File: config.mk
export PLATFORM = sky130hd
export DESIGN_NAME = pw_store_ctrl
export DESIGN_NICKNAME = d
export VERILOG_FILES = /design/src/rtl/keylime_pkg.sv /design/src/rtl/pw_store_ctrl.sv
export SDC_FILE = /design/constraint.sdc
export NUM_CORES = 1
export LEC_CHECK = 0
export ABC_AREA = 1
export ABC_CLOCK_PERIOD_IN_PS = 1600
export BUFFER_PORTS_ARGS = -buffer_cell sky130_fd_sc_hd__clkbuf_2
export CAP_MARGIN = 5
export CELL_PAD_IN_SITES_DETAIL_PLACEMENT = 1
export CELL_PAD_IN_SITES_GLOBAL_PLACEMENT = 1
export CORE_MARGIN = 4
export CORE_UTILIZATION = 37
export CTS_BUF_LIST = sky130_fd_sc_hd__clkbuf_8
export CTS_CLUSTER_SIZE = 8
export DETAILED_ROUTE_END_ITERATION = 7
export PLACE_DENSITY = 0.89
export SLEW_MARGIN = 20
export SYNTH_ARGS = -nofsm -noshare
export SYNTH_HDL_FRONTEND = slang
export SYNTH_SLANG_ARGS = --single-unit
File: constraint.sdc
create_clock -name clk -period 1.6 [get_ports clk]
set_clock_uncertainty 0.05 [all_clocks]
set_input_delay 0.24 -clock clk [delete_from_list [all_inputs] [get_ports clk]]
set_output_delay 0.24 -clock clk [all_outputs]
set_load 0.01 [all_outputs]
File: src/rtl/keylime_pkg.sv
// Shared types for the password-manager storage path: command opcodes,
// response status codes and the sequencer state encoding.
package keylime_pkg;

  typedef enum logic [1:0] {
    OP_STORE = 2'b00,
    OP_GET   = 2'b01,
    OP_ERASE = 2'b10,
    OP_RSVD  = 2'b11
  } cmd_op_e;

  typedef enum logic [1:0] {
    ST_OK      = 2'b00,
    ST_EMPTY   = 2'b01,
    ST_UNK_CMD = 2'b10
  } rsp_status_e;

  typedef enum logic [1:0] {
    S_IDLE,
    S_WRITE,
    S_READ,
    S_RESP
  } state_e;

endpackage

File: src/rtl/pw_store_ctrl.sv
// Command sequencer between the password-manager FSM and the storage memory:
// serialises passwords into memory beats, tracks slot occupancy, one response per command.
module pw_store_ctrl
  import keylime_pkg::*;
#(
  parameter int unsigned DATA_WIDTH = 128,
  parameter int unsigned MEM_WIDTH  = 32,
  parameter int unsigned SLOTS      = 16
) (
  input  logic                                                     clk,
  input  logic                                                     rst_n,
  input  logic                                                     cmd_valid,
  output logic                                                     cmd_ready,
  input  logic [1:0]                                               cmd_op,
  input  logic [$clog2(SLOTS)-1:0]                                 cmd_slot,
  input  logic [DATA_WIDTH-1:0]                                    cmd_data,
  output logic                                                     rsp_valid,
  input  logic                                                     rsp_ready,
  output logic [1:0]                                               rsp_status,
  output logic [DATA_WIDTH-1:0]                                    rsp_data,
  output logic                                                     mem_req,
  output logic                                                     mem_we,
  output logic [$clog2(SLOTS)+$clog2(DATA_WIDTH/MEM_WIDTH)-1:0]    mem_addr,
  output logic [MEM_WIDTH-1:0]                                     mem_wdata,
  input  logic                                                     mem_gnt,
  input  logic                                                     mem_rvalid,
  input  logic [MEM_WIDTH-1:0]                                     mem_rdata
);

  localparam int unsigned BEATS = DATA_WIDTH / MEM_WIDTH;
  localparam int unsigned SW    = $clog2(SLOTS);
  localparam int unsigned BW    = $clog2(BEATS);
  localparam int unsigned CW    = BW + 1;
  localparam logic [CW-1:0] LAST   = CW'(BEATS - 1);
  localparam logic [CW-1:0] NBEATS = CW'(BEATS);
  localparam logic [CW-1:0] ONE    = CW'(1);

  state_e                          state_q, state_d;
  cmd_op_e                         op_in;
  logic [SW-1:0]                   slot_q;
  logic [BEATS-1:0][MEM_WIDTH-1:0] data_q;
  logic [BEATS-1:0][MEM_WIDTH-1:0] asm_q;
  logic [CW-1:0]                   beat_q;
  logic [CW-1:0]                   ret_q;
  logic [SLOTS-1:0]                valid_q;
  rsp_status_e                     status_q;
  logic [BW-1:0]                   beat_idx;
  logic [BW-1:0]                   ret_idx;
  logic                            rd_gnt;
  logic                            rd_ret;

  assign op_in    = cmd_op_e'(cmd_op);
  assign beat_idx = beat_q[BW-1:0];
  assign ret_idx  = ret_q[BW-1:0];
  assign rd_gnt   = (state_q == S_READ) && mem_gnt && (beat_q != NBEATS);
  // A return is only accepted while a granted read is still outstanding.
  assign rd_ret   = (state_q == S_READ) && mem_rvalid && (ret_q != beat_q);

  always_ff @(posedge clk or negedge rst_n) begin
    if (!rst_n) state_q <= S_IDLE;
    else        state_q <= state_d;
  end

  always_comb begin
    state_d = state_q;
    case (state_q)
      S_IDLE: begin
        if (cmd_valid) begin
          case (op_in)
            OP_STORE: state_d = S_WRITE;
            OP_GET:   state_d = valid_q[cmd_slot] ? S_READ : S_RESP;
            default:  state_d = S_RESP;
          endcase
        end
      end
      S_WRITE: if (mem_gnt && (beat_q == LAST)) state_d = S_RESP;
      S_READ:  if (rd_ret && (ret_q == LAST))   state_d = S_RESP;
      S_RESP:  if (rsp_ready)                   state_d = S_IDLE;
      default: state_d = S_IDLE;
    endcase
  end

  always_ff @(posedge clk or negedge rst_n) begin
    if (!rst_n) begin
      slot_q   <= '0;
      data_q   <= '0;
      asm_q    <= '0;
      beat_q   <= '0;
      ret_q    <= '0;
      valid_q  <= '0;
      status_q <= ST_OK;
    end else begin
      case (state_q)
        S_IDLE: begin
          if (cmd_valid) begin
            slot_q <= cmd_slot;
            data_q <= cmd_data;
            asm_q  <= '0;
            beat_q <= '0;
            ret_q  <= '0;
            case (op_in)
              OP_STORE: status_q <= ST_OK;
              OP_GET:   status_q <= valid_q[cmd_slot] ? ST_OK : ST_EMPTY;
              OP_ERASE: begin
                valid_q[cmd_slot] <= 1'b0;
                status_q          <= ST_OK;
              end
              default:  status_q <= ST_UNK_CMD;
            endcase
          end
        end
        S_WRITE: begin
          if (mem_gnt) begin
            beat_q <= beat_q + ONE;
            if (beat_q == LAST) valid_q[slot_q] <= 1'b1;
          end
        end
        S_READ: begin
          if (rd_gnt) beat_q <= beat_q + ONE;
          if (rd_ret) begin
            asm_q[ret_idx] <= mem_rdata;
            ret_q          <= ret_q + ONE;
          end
        end
        default: ;
      endcase
    end
  end

  assign cmd_ready  = (state_q == S_IDLE);
  assign rsp_valid  = (state_q == S_RESP);
  assign rsp_status = status_q;
  assign rsp_data   = (state_q == S_RESP) ? asm_q : '0;
  assign mem_req    = (state_q == S_WRITE) || ((state_q == S_READ) && (beat_q != NBEATS));
  assign mem_we     = (state_q == S_WRITE);
  assign mem_addr   = {slot_q, beat_idx};
  assign mem_wdata  = mem_we ? data_q[beat_idx] : '0;

endmodule

==> flow_summary.json <==
{
  "status": "finished with violations",
  "drv_cap": 0,
  "layout-drive-gt1-share_pct": 47.0,
  "switchingPower_mw": 23.6,
  "regToRegStartpoint": "ret_q[0]$_DFFE_PN0P_",
  "vias": 18400,
  "start_util_pct": 37.6,
  "crit_path_end": "rsp_data[18]",
  "hold_viol_final": 0,
  "fp.dieW_um": 207,
  "die_h_um": 207,
  "first_iter_violations": 2126,
  "cp_max_fo": 9,
  "nets": 2669,
  "power.density_mw_per_mm2": 1990,
  "critPathLaunchType": "register",
  "fin_crit_sh_pct": 167,
  "io_pins": 344,
  "synthCells": 1875,
  "tightest_slew_ns": 0.504,
  "endpoint_kind": "output port",
  "p_int_mw": 24.5,
  "max_freq_mhz": 374,
  "row_count": 72,
  "clk_pin_slew_worst_paths_ns": 0.07,
  "switching_share_pct": 49.1,
  "antenna_found_initial": 5,
  "grt_max_degree": 96,
  "violations": "negative setup slack",
  "timing.rr.end": "asm_q[18]$_DFFE_PN0P_",
  "post-dp-hpwl_um": 37800,
  "rr_worst_depth": 6,
  "dieArea_mm2": 0.0427,
  "io_buffers": 343,
  "timing.final.ws_setup_ns": -1.07,
  "clock_sinks": 286,
  "combPwrFrac_pct": 57.5,
  "seqPwrFrac_pct": 26.2,
  "slew_violations": 0,
  "setup-tns-final_ns": -221.56,
  "synth_fp_nets": 2061,
  "vias_per_cell": 6.05,
  "routed_wl_um": 94900,
  "setup_viol": 452,
  "hold_class": "in -> async",
  "first_pass_iters": 6,
  "postSynthAreaPerCell_um2": 7.78,
  "overflow": 0,
  "yosysUniqueCellTypes": 29,
  "htreeDepth": 2,
  "grtUsageTotal_pct": 33.6,
  "syn2layout_area_growth_pct": 66.1,
  "relSlewSlack_pct": 66.4,
  "required_ns": 1.31,
  "total_power_mw": 48.1,
  "seq_area_frac_synth_pct": 49.1,
  "gp_congestion": 0.959,
  "clk_latency_ns": 0.63,
  "wl_per_cell_um": 31.2,
  "cts_buffers": 51,
  "grt_pass1_wl_um": 111000,
  "cp-startpoint": "state_q[1]$_DFFE_PN0P_",
  "drc": 0,
  "rsz0062_at_grt": "yes",
  "r2r_slack_ns": -0.80,
  "core_mm2": 0.0388,
  "cts_tree": "built",
  "crit_type": "reg -> out",
  "clockBufferDepth": 3,
  "p_leak_nw": 12.7,
  "peakVddDrop_mv": 1.05,
  "power_frac_clock_pct": 16.3,
  "post-route-min-period_ns": 2.67,
  "place_ws_ns": -0.259,
  "ys_warn_count": 0,
  "ys_ff_latch": 286,
  "root_buffer": "clkbuf_8",
  "worstPathArrival_ns": 2.38,
  "ant_nets": 0,
  "syn-cell-area_mm2": 0.0146,
  "grt_pass1_vias": 18400
}
[logic make-up (layout without fill, tap and decap cells)]
group,count (synthesis),in the layout,synth area share (%)
compound gates,281,281,13.6
xor+xnor,3,3,0.232
fa+ha+maj,14,14,1.20
other cells,0,4,0
flops,286,286,49.1
simple gates,1008,1008,27.3
buf+inv,283,927,8.64
[Yosys cell counts]
| cell | instances | share of area, % |
|---|---|---|
| o22ai_1 | 1 | 0.043 |
| buf_4 | 3 | 0.15 |
| buf_2 | 5 | 0.17 |
| o21ai_2 | 128 | 7.7 |
| a22oi_2 | 1 | 0.086 |
| ha_1 | 14 | 1.2 |
| nor2_1 | 141 | 3.6 |
| o21ai_4 | 1 | 0.11 |
| buf_6 | 24 | 1.9 |
| buf_1 | 8 | 0.21 |
| a21oi_1 | 38 | 1.3 |
| inv_1 | 148 | 3.8 |
| clkbuf_1 | 88 | 2.3 |
| clkinv_1 | 1 | 0.026 |
| xnor2_1 | 2 | 0.12 |
| o31ai_1 | 3 | 0.15 |
| nand3_2 | 1 | 0.069 |
| dfrtp_1 | 286 | 49 |
| a221oi_1 | 1 | 0.060 |
| o211ai_4 | 4 | 0.58 |
| nand3b_1 | 1 | 0.051 |
| o21ai_0 | 79 | 2.7 |
| nand2_1 | 721 | 19 |
| inv_2 | 6 | 0.15 |
| nand2_2 | 1 | 0.043 |
| xnor2_2 | 1 | 0.11 |
| nor3_2 | 1 | 0.069 |
| o21ai_1 | 25 | 0.86 |
| nand3_1 | 142 | 4.9 |
[placed cells by master, fill, tap and decap left out, types with 2 or more instances in the layout]
| cell | count |
|---|---|
| nand2_4 | 83 |
| a21oi_2 | 5 |
| buf_4 | 61 |
| clkbuf_2 | 196 |
| inv_4 | 10 |
| nand2_2 | 103 |
| dfrtp_1 | 282 |
| nor2_4 | 20 |
| nand2_1 | 535 |
| a21oi_4 | 25 |
| nor2_2 | 36 |
| ha_4 | 4 |
| o21ai_2 | 175 |
| buf_16 | 10 |
| nand3_1 | 140 |
| o21ai_0 | 7 |
| ha_1 | 10 |
| nand3_2 | 3 |
| clkinvlp_4 | 2 |
| clkbuf_8 | 67 |
| dlygate4sd3_1 | 166 |
| a21oi_1 | 8 |
| o31ai_1 | 3 |
| inv_6 | 2 |
| o21ai_1 | 45 |
| clkinv_2 | 4 |
| clkbuf_16 | 16 |
| buf_12 | 48 |
| buf_2 | 16 |
| nor2_1 | 85 |
| o21ai_4 | 6 |
| inv_2 | 105 |
| buf_6 | 151 |
| dfrtp_2 | 4 |
| inv_1 | 50 |
| diode_2 | 4 |
| buf_8 | 19 |
| o211ai_4 | 4 |
[sequential cells by signal, summed over array words and instances (netlist names)]
name / cells
beat_q: 3
ret_q: 3
data_q: 128
valid_q: 16
rsp_status: 2
slot_q: 4
state_q: 2
asm_q: 128
[routing by layer]
layer / track usage (%) / part of all wire, % / up-vias
li1: - / - / 7097
met1: 39.4 / 33 / 8820
met2: 56.9 / 46 / 1769
met3: 6.81 / 11 / 693
met4: 20.2 / 9.8 / 4
met5: 0 / 0.024 / -
[layout make-up]
class	instances	area (um2)
Antenna cell	4	10.0
Clock buffer	67	922
Clock inverter	22	144
Fill cell	4347	14600
Inverter	155	619
Multi-Input combinational cell	1306	7920
Sequential cell	286	7160
Tap cell	518	648
Timing Repair Buffer	683	6800
[metrics by stage]
stage	hold WS, ns	utilization (%)	instance area [um2]	instances
after global placement	0.0803	46.3	18000	2705
after global routing	0.0245	62.4	24200	3039
final	0.0430	62.4	24200	3041
after detailed placement	0.0867	46.3	18000	2705
after floorplan	-0.106	-	15200	1875
after CTS	0.00893	56.5	21900	2995
[critical path, cell delays in order (launching register included)]
cell and delay (ns):
dfrtp_2 0.41, buf_6 0.12, ha_4 0.26, buf_12 0.20
clkbuf_16 0.17, nand2_1 0.06, inv_1 0.34, buf_6 0.18
[power by group through the flow]
stage,logic [mW],clock network [mW],registers (mW)
2_1_floorplan,10.7,0,10.8
3_3_place_gp,15.6,0,11.2
3_5_place_dp,16.3,0,11.4
4_1_cts,20.3,7.35,11.5
5_1_grt,28.4,8.12,12.7
6_report,27.7,7.84,12.6
[how the worst min path moves through the flow]
stage / start / cells past startpoint / end
3_5_place_dp: rst_n / 1 / asm_q[68]$_DFFE_PN0P_
6_report: rst_n / 2 / asm_q[110]$_DFFE_PN0P_
4_1_cts: rst_n / 2 / valid_q[13]$_DFFE_PN0P_
2_1_floorplan: rst_n / 0 / asm_q[0]$_DFFE_PN0P_
5_1_grt: rst_n / 2 / asm_q[71]$_DFFE_PN0P_
3_3_place_gp: rst_n / 1 / asm_q[68]$_DFFE_PN0P_
[repair_timing]
action | in CTS | in global routing
cloned | 14 | 19
endpoints found under the hold margin | 552 | 0
setup endpoints to repair | 434 | 453
hold buffers | 166 | 0
gates resized for setup | 311 | 578
pin swaps | 60 | 96
buffers inserted | 21 | 32
No activity file was read; power rests on OpenSTA's default activity.
